`config.mk`:
```
export PLATFORM = sky130hd
export DESIGN_NAME = ifetch_unit
export DESIGN_NICKNAME = d
export VERILOG_FILES = /design/src/rtl/ifetch_unit.sv
export SDC_FILE = /design/constraint.sdc
export NUM_CORES = 1
export LEC_CHECK = 0
export CORE_ASPECT_RATIO = 0.7
export CORE_MARGIN = 4
export CORE_UTILIZATION = 49
export DETAILED_ROUTE_END_ITERATION = 16
export GPL_ROUTABILITY_DRIVEN = 0
export HOLD_SLACK_MARGIN = 0.05
export PLACE_DENSITY = 0.89
export SLEW_MARGIN = 5
export SYNTH_ARGS = -nofsm -noshare
export SYNTH_HDL_FRONTEND = slang
export SYNTH_SLANG_ARGS = --single-unit
```
`constraint.sdc`:
```
create_clock -name clk -period 12.43 [get_ports clk]
set_input_delay 1.243 -clock clk [delete_from_list [all_inputs] [get_ports clk]]
set_output_delay 1.243 -clock clk [all_outputs]
set_load 0.05 [all_outputs]
```
`src/rtl/ifetch_unit.sv`:
```
// ifetch_unit: instruction fetch responder between the PC and instruction memory.
// Issues one word read per accepted PC address (at most one outstanding), queues
// returned words with their PCs in a small FIFO, and exposes the head instruction's
// decode fields back to the PC's jump/branch logic.
// Optional feature macro: IFETCH_BYPASS_EN (same-cycle presentation of returning data
// when the FIFO is empty).
module ifetch_unit #(
  parameter int FIFO_DEPTH = 2,
  parameter int ADDR_W     = 32,
  parameter int DATA_W     = 32
) (
  input  logic              clk,
  input  logic              rst,
  input  logic [ADDR_W-1:0] pc_in,
  input  logic              pc_valid,
  input  logic              redirect,
  output logic              pc_stall,
  output logic              mem_req,
  output logic [ADDR_W-1:0] mem_addr,
  input  logic              mem_gnt,
  input  logic              mem_rvalid,
  input  logic [DATA_W-1:0] mem_rdata,
  output logic              ir_valid,
  input  logic              ir_ready,
  output logic [DATA_W-1:0] ir_instr,
  output logic [ADDR_W-1:0] ir_pc,
  output logic [5:0]        op,
  output logic [15:0]       offset,
  output logic [25:0]       target
);

  localparam int PTR_W = (FIFO_DEPTH > 1) ? $clog2(FIFO_DEPTH) : 1;
  localparam int CNT_W = $clog2(FIFO_DEPTH + 1);

  typedef enum logic [1:0] {IDLE, REQ, WAIT, DROP} state_t;

  state_t state, state_next;

  logic [ADDR_W-1:0] fifo_pc    [FIFO_DEPTH];
  logic [DATA_W-1:0] fifo_instr [FIFO_DEPTH];
  logic [PTR_W-1:0]  rd_ptr, wr_ptr;
  logic [CNT_W-1:0]  count;

  logic full, empty, accept, rdata_ok, push, pop;
  logic bypass_hit, bypass_take;
  logic unused_low_bits;

  // The PC always presents byte addresses; reads are word aligned.
  assign unused_low_bits = ^pc_in[1:0];

  assign full     = (count == CNT_W'(FIFO_DEPTH));
  assign empty    = (count == '0);
  assign pc_stall = rst | (state != IDLE) | full;
  assign accept   = pc_valid & ~pc_stall;
  assign rdata_ok = (state == WAIT) & mem_rvalid & ~redirect;

`ifdef IFETCH_BYPASS_EN
  assign bypass_hit = rdata_ok & empty;
`else
  assign bypass_hit = 1'b0;
`endif
  assign bypass_take = bypass_hit & ir_ready;

  assign push = rdata_ok & ~bypass_take;
  assign pop  = ~redirect & ~empty & ir_ready;

  // State register.
  always_ff @(posedge clk) begin
    if (rst) state <= IDLE;
    else     state <= state_next;
  end

  // Next-state: redirect withdraws or dooms any read in progress.
  always_comb begin
    state_next = state;
    case (state)
      IDLE: if (accept) state_next = REQ;
      REQ: begin
        if (mem_gnt)       state_next = redirect ? DROP : WAIT;
        else if (redirect) state_next = IDLE;
      end
      WAIT: begin
        if (mem_rvalid)    state_next = IDLE;
        else if (redirect) state_next = DROP;
      end
      DROP: if (mem_rvalid) state_next = IDLE;
      default: state_next = IDLE;
    endcase
  end

  // Outputs derived from state and the FIFO head (or the bypassed word).
  always_comb begin
    mem_req  = (state == REQ);
    ir_valid = ~empty | bypass_hit;
    ir_instr = '0;
    ir_pc    = '0;
    if (!empty) begin
      ir_instr = fifo_instr[rd_ptr];
      ir_pc    = fifo_pc[rd_ptr];
    end else if (bypass_hit) begin
      ir_instr = mem_rdata;
      ir_pc    = mem_addr;
    end
    op     = ir_instr[31:26];
    offset = ir_instr[15:0];
    target = ir_instr[25:0];
  end

  // Latch the word-aligned fetch address when the PC hands one over.
  always_ff @(posedge clk) begin
    if (rst)         mem_addr <= '0;
    else if (accept) mem_addr <= {pc_in[ADDR_W-1:2], 2'b00};
  end

  // FIFO bookkeeping; a redirect empties the buffer and cancels same-cycle push/pop.
  always_ff @(posedge clk) begin
    if (rst || redirect) begin
      rd_ptr <= '0;
      wr_ptr <= '0;
      count  <= '0;
    end else begin
      if (push) wr_ptr <= wr_ptr + PTR_W'(1);
      if (pop)  rd_ptr <= rd_ptr + PTR_W'(1);
      if (push && !pop)      count <= count + CNT_W'(1);
      else if (pop && !push) count <= count - CNT_W'(1);
    end
  end

  // FIFO storage; contents are only visible while count is non-zero, so no reset.
  always_ff @(posedge clk) begin
    if (push && !rst) begin
      fifo_pc[wr_ptr]    <= mem_addr;
      fifo_instr[wr_ptr] <= mem_rdata;
    end
  end

endmodule

```
# Word-level counts from Yosys, hierarchy flattened
# Memory sizes are Yosys's and may differ from the RTL's. A register that Yosys moved wholly into a read port is not among the register bits.
# Cells that the tools add are included.
# totals
output_inout_bits,147
reg_bits,36
word_cells,59
ramBits,124
memories,2
input_bits,71
# mem_list
name,depth,word_bits,rd,rd_ports_with_merged_regs,wr,line,rtl
fifo_instr,2,32,1,1,1,40,logic [DATA_W-1:0] fifo_instr [FIFO_DEPTH];
fifo_pc,2,30,1,1,1,39,logic [ADDR_W-1:0] fifo_pc [FIFO_DEPTH];
# classes
bitwise,10
n_addsub,4
reduce_logical,12
n_eq_ne,8
mux,18
# op_table
operator,n
two-way mux 32 bit,2
two-way mux 2 bit,8
one-hot mux 2 bit (4 select lines),1
two-way mux 1 bit,7
== test 2 bit (second input constant),3
bitwise AND 1 bit,5
logical NOT 2 bit,2
inequality test 2 bit (second input constant),2
AND reduction 4 bit,1
nonzero test 2 bit,2
logical AND 1 bit,3
logical NOT 1 bit,3
inequality test 3 x 2 -> 1 bit (second input constant),1
inequality test 3 bit (second input constant),1
inverter 1 bit,3
adder 1 bit (second input constant),2
adder 2 x 1 -> 2 bit (second input constant),1
== test 2 x 1 -> 1 bit (second input constant),1
bitwise OR 1 bit,2
subtractor 2 x 1 -> 2 bit (second input constant),1
logical OR 1 bit,1

# Longest topological paths before layout
# Gate-level depths: netlist of the first run.
# depth
depth_word,7
depth_mapped,6
depth_no_buf,6

# Worst setup path after synthesis of the first run
# No wires, ideal clock.
# synth_timing
path_type,input port to flip-flop
start,in redirect
end,"mem fifo_instr[1][0], enable pin"
t_required_ns,11.773
n_path_buf,1
stages,2
arrival_ns,7.925
setup_slack_ns,3.848
setup_ns,0.657
path_cell_list,clkbuf_1 > nor4b_1
# synth_between
elab_chain_len,5
# synth_lines
item,line,rtl
"start, declared",16,"input logic redirect,"
inverter 1 bit,55,assign rdata_ok = (state == WAIT) & mem_rvalid & ~redirect;
bitwise AND 1 bit,55,
logical AND 1 bit,131,if (push && !rst) begin
two-way mux 1 bit,131,
two-way mux 1 bit (not written as such),133,fifo_instr[wr_ptr] <= mem_rdata;
"end, declared",40,
# Every way passes these cells.

# Worst setup path after layout of the first run
# layout_timing
start,in rst
end,out pc_stall
# layout_between
elab_chain_len,2
# layout_lines
item,line,rtl
"start, declared",13,"input logic rst,"
bitwise OR 1 bit (2 in series),53,assign pc_stall = rst | (state != IDLE) | full;
"end, declared",17,"output logic pc_stall,"
# Every way passes these cells.

==> out/metrics.cfg, run 1 <==
[cells_and_area]
fin_nets = 691
postLayoutCoreUtil = 0.689
area_growth_pct = 37.7
diodes = 0
drive_gt1_frac = 0.0997
layout.cells.most_common = clkdlybuf4s50_1
layout_common_cells = clkdlybuf4s50_1, edfxtp_1, nor2_1

[timing]
max_clock_freq_ghz = 0.240
fin_worst_skew_ps = 13.2
timing.hold.ws_ps = 473
finalHoldViolCount = 0
setup_viol = 0
final.setup.tns_ps = 0
tightest_slew_ps = 1100
timing.slew.headroom = 0.268
period_needed_ps = 4160
finalCritPeriodShare = 0.335
maxSlewViolCount = 0
grt_setup_unrepaired = no

[global_route]
grt_util_all_layers = 0.194
grt_pass1_wl_mm = 23.1
antenna_found_initial = 0
grt_overflow = 0
grt_pass1_vias = 4324
grt_max_degree = 63

[pwr]
powerDensity_nw_per_um2 = 135
power.static_leakage_nw = 3.00
vdd_drop_max_uv = 104
total_power_mw = 1.22

[critical_path]
arrival_ps = 2920
r2r_setup_slack_ps = 10490
worstSetupStartpointType = input port
slowest_stage = clkdlybuf4s50_1
slowest_delay_ps = 740
path_class = input port to primary output
crit_fanout = 41
crit_chain = buf_2 -> or4_1 -> clkdlybuf4s50_1
reg2reg_from = state[1]
r2r_cells = 3
r2r-end = fifo_pc[1][27]
critPathCaptureType = primary output
required_ps = 11190

[synth]
syn_area_per_cell_sq_um = 14.5
synth.largest_area_cell = edfxtp_1
synthDominantCellAreaShare = 0.567
syn_inst = 453
yosysWarnings = 0
syn_area_sq_um = 6570
ys_top_cells_by_area = edfxtp_1, dfxtp_1, mux2i_1
ys_ff_latch = 161
synth-seq-area-share = 0.679
synthDistinctLibCells = 31

[routing]
vias = 4031
dr.pass1.iters = 4
ant_nets = 0
routedWlPerCell_um = 18.2
vias_per_cell = 5.05
drt_wl_total_mm = 14.5
route.detailed.drc = 0
drtIter0Drc = 200

[floorplanning]
core_sq_um = 13100
num_io_pins = 218
start_util = 0.500
rows = 35
die_area_sq_um = 15400
die_w_um = 146
die_y_um = 105

[cts]
clkSinkCount = 161
cts_tree = yes
clkTransAtPathRegs_ps = 60
post_cts_buffers = 0
cts_buffer_depth = 2
clock_latency_ps = 410
numCtsBuffers = 17
clockRootBuffer = clkbuf_16
cts.htree.levels = 4
postCtsHoldBufs = 0
post_cts_resized = 0

[job]
maxCapViolCount = 0

[place]
hpwl_mm = 9.86
io_buffers = 211

[outcome]
status = finished, final reports clean

[hold_path]
min_path_type = flop to flop
min_from = mem_addr[27]
hold_path_depth = 0
min_to = fifo_pc[0][25]

==> routing by layer <==
layer  wire [um]  global-route usage
met1        6120               0.237
met2        6950               0.319
met3        1310              0.0811
met4         136              0.0510
met5           0                   0
==> critical path, delay by kind of cell <==
| kind | cells | cell delay (ps) |
|---|---|---|
| AND/OR/NAND/NOR | 1 | 570 |
| buffers and inverters | 2 | 1100 |
==> layout make-up <==
type                    instances  area (sq um)
clock inverters                12           124
multi-input cells             221          1650
clock buffers                  20           447
fillers                       849          4090
inverters                       1          3.75
repair buffers                217          2150
flip-flops and latches        161          4470
well taps                     166           208
==> logic make-up (layout without fill, tap and decap cells) <==
| logic type | Yosys count | in the layout | share of synthesized area |
|---|---|---|---|
| AOI/OAI and AO/OA | 8 | 8 | 0.00762 |
| xor gates and xnor gates | 5 | 5 | 0.00666 |
| adders and majority gates | 1 | 1 | 0.00190 |
| buffers and inverters | 74 | 250 | 0.0748 |
| DFF | 161 | 161 | 0.679 |
| muxes | 92 | 92 | 0.146 |
| other | 1 | 4 | 0.000571 |
| and+or+nand+nor | 111 | 111 | 0.0834 |
==> registers in the layout, summed over array words and instances, names as in the netlist, named ones only <==
name,cells
wr_ptr,1
fifo_pc,60
mem_addr,30
fifo_instr,64
count,2
rd_ptr,1
state,2
==> synth_stat cells (all sizes together) <==
cell and number:
edfxtp 124, nor2 65, mux2i 62, buf 61, dfxtp 37, nor2b 33, mux2 30, clkbuf 12
nor3 4, xor2 4, a21oi 2, nor4 2, o21ai 2, a211oi 1, a21o 1, conb 1
ha 1, inv 1, nand2b 1, nand3b 1, nor3b 1, nor4b 1, o21a 1, o21bai 1
or2 1, or3 1, or4 1, xnor2 1
==> through the flow <==
stage	area (sq um)	setup slack [ps]	std cells
3_5_place_dp	8480	8270	766
5_1_grt	9050	8140	798
6_report	9050	8270	798
3_3_place_gp	8480	8330	766
2_1_floorplan	6580	3850	456
4_1_cts	9050	8260	798
==> how the worst max path moves through the flow <==
stage	to	startpoint	depth (start not counted)
6_report	pc_stall	rst	3
5_1_grt	target[7]	count[0]	4
4_1_cts	pc_stall	rst	3
3_5_place_dp	pc_stall	rst	3
3_3_place_gp	pc_stall	rst	3
2_1_floorplan	fifo_instr[1][0]	redirect	2
==> power by group <==
group | leakage [nW] | switching (mW) | internal [mW] | total [mW]
Combinational | 1.32 | 0.0689 | 0.0517 | 0.121
Sequential | 1.42 | 0.0111 | 0.591 | 0.602
Clock | 0.259 | 0.213 | 0.285 | 0.498
Note: power is estimated with default switching activity, not from simulation.
==> run 2, diff against run 1 <==
CORE_UTILIZATION = 41   (was 49)
PLACE_DENSITY = 0.8   (was 0.89)
clock period = 3.4 ns   (was 12.43 ns; I/O delays follow)
==> run 2 against run 1 <==
  * Global-route usage is 3.3 points lower
  * Die area is 18% higher
  * Critical path depth is 1 higher
  * Critical path type is now flop to primary output
  * Critical endpoint is now ir_instr[4]
==> out/metrics.cfg, run 2 (same netlist as run 1, synthesis figures left out) <==
[floorplanning]
num_io_pins = 218  ; unchanged
die_area_sq_um = 18200  ; was 15400 sq um
die_w_um = 159  ; was 146 um
rows = 38  ; was 35
start_util = 0.421  ; was 0.500
die_y_um = 114  ; was 105 um
core_sq_um = 15600  ; was 13100 sq um

[cells_and_area]
diodes = 0  ; unchanged
layout.cells.most_common = clkdlybuf4s50_1  ; unchanged
fin_nets = 694  ; was 691
finalNonFillerCells = 834  ; was 798
largest-register = fifo_instr  ; unchanged
reg_top3 = fifo_instr: 64 flops, fifo_pc: 60 flops, mem_addr: 30 flops  ; unchanged
postLayoutCoreUtil = 0.589  ; was 0.689
drive_gt1_frac = 0.103  ; was 0.0997
largest_register_ffs = 64  ; unchanged
final_cell_area_sq_um = 9190  ; was 9050 sq um
layout_common_cells = clkdlybuf4s50_1, edfxtp_1, nor2_1  ; unchanged
area_growth_pct = 39.8  ; was 37.7%

[routing]
drt_wl_total_mm = 14.6  ; was 14.5 mm
ant_nets = 0  ; unchanged
vias_per_cell = 4.80  ; was 5.05
routedWlPerCell_um = 17.6  ; was 18.2 um
route.detailed.drc = 0  ; unchanged
drtIter0Drc = 190  ; was 200
vias = 4004  ; was 4031
dr.pass1.iters = 4  ; unchanged

[cts]
clkTransAtPathRegs_ps = 60  ; about the same
postCtsHoldBufs = 0  ; unchanged
cts_buffer_depth = 2  ; unchanged
clock_latency_ps = 410  ; about the same
clockRootBuffer = clkbuf_16  ; unchanged
clkSinkCount = 161  ; unchanged
post_cts_buffers = 0  ; unchanged
post_cts_resized = 0  ; unchanged
cts_tree = yes  ; unchanged
numCtsBuffers = 17  ; unchanged
cts.htree.levels = 4  ; unchanged

[critical_path]
critPathCaptureType = primary output  ; unchanged
required_ps = 3060  ; was 11190 ps
path_class = flop to primary output  ; was input port to primary output
worstSetupStartpointType = flop  ; was input port
crit_fanout = 32  ; was 41
arrival_ps = 2650  ; was 2920 ps

[timing]
tightest_slew_ps = 855  ; was 1100 ps
grt_setup_unrepaired = no  ; unchanged
max_clock_freq_ghz = 0.335
final.setup.tns_ps = 0  ; unchanged
timing.hold.ws_ps = 484  ; was 473 ps
fin_worst_skew_ps = 9.62  ; was 13.2 ps
maxSlewViolCount = 0  ; unchanged
period_needed_ps = 2990
fin_ws_ps = 412  ; was 8270 ps
timing.slew.headroom = 0.430  ; was 0.268
finalHoldViolCount = 0  ; unchanged
finalCritPeriodShare = 0.879
setup_viol = 0  ; unchanged

[place]
place_area_sq_um = 8590  ; was 8480 sq um
io_buffers = 211  ; unchanged
dp_cells = 803  ; was 766
preCtsSetupSlack_ps = 864  ; was 8270 ps
hpwl_mm = 10.0  ; was 9.86 mm

[global_route]
grt_pass1_vias = 4145  ; was 4324
antenna_found_initial = 0  ; unchanged
grt_overflow = 0  ; unchanged
grt_pass1_wl_mm = 22.6  ; was 23.1 mm
grt_util_all_layers = 0.161  ; was 0.194
grt_max_degree = 42  ; was 63

[pwr]
total_power_mw = 4.58  ; was 1.22 mW
power.static_leakage_nw = 3.05  ; was 3.00 nW
vdd_drop_max_uv = 282  ; was 104 uV
powerDensity_nw_per_um2 = 499  ; was 135 nW/um^2

[hold_path]
min_path_type = flop to flop  ; unchanged

[outcome]
status = finished, final reports clean  ; unchanged

[job]
maxCapViolCount = 0  ; unchanged

run 2: cell count changes in the layout (fill, tap and decap cells not counted), sizes merged:
cell,change
inv,-1
buf,+3
clkinv,+1
bufinv,+2
clkinvlp,-3
run 2: report_power, final:
group / switching, mW / internal, mW
Sequential: 0.0382 / 2.16
Clock: 0.757 / 1.18
Combinational: 0.253 / 0.192
run 2: area by class of cell:
class / count / area [sq um]
flip-flops and latches: 161 / 4470
multi-input cells: 221 / 1670
clock buffers: 20 / 447
well taps: 200 / 250
inverters: 1 / 3.75
fillers: 1210 / 6410
repair buffers: 220 / 2200
clock inverters: 11 / 155
run 2: worst paths after layout:
kind                    start               end  slack, ps  cells after the start
setup / recovery         flop       ir_instr[4]        410                      4
hold / removal    mem_addr[4]     fifo_pc[1][2]        480                      0
setup reg to reg     state[1]  fifo_instr[1][5]       1420                      3
hold reg to reg   mem_addr[4]     fifo_pc[1][2]        480                      0
run 2: worst max-delay path, stage by stage, from the launching register on:
cell	delay [ps]
dfxtp_4	720
buf_4	310
mux2i_1	90
nor2_1	200
clkdlybuf4s50_1	880
run 2: layer usage:
metal	vias up	global-route usage	part of all wire	wire (um)
met5	-	0	0	0
met4	0	0.0428	0.011	161
met3	15	0.0751	0.092	1350
met2	167	0.273	0.48	7070
met1	1930	0.186	0.41	6060
li1	1892	-	-	-
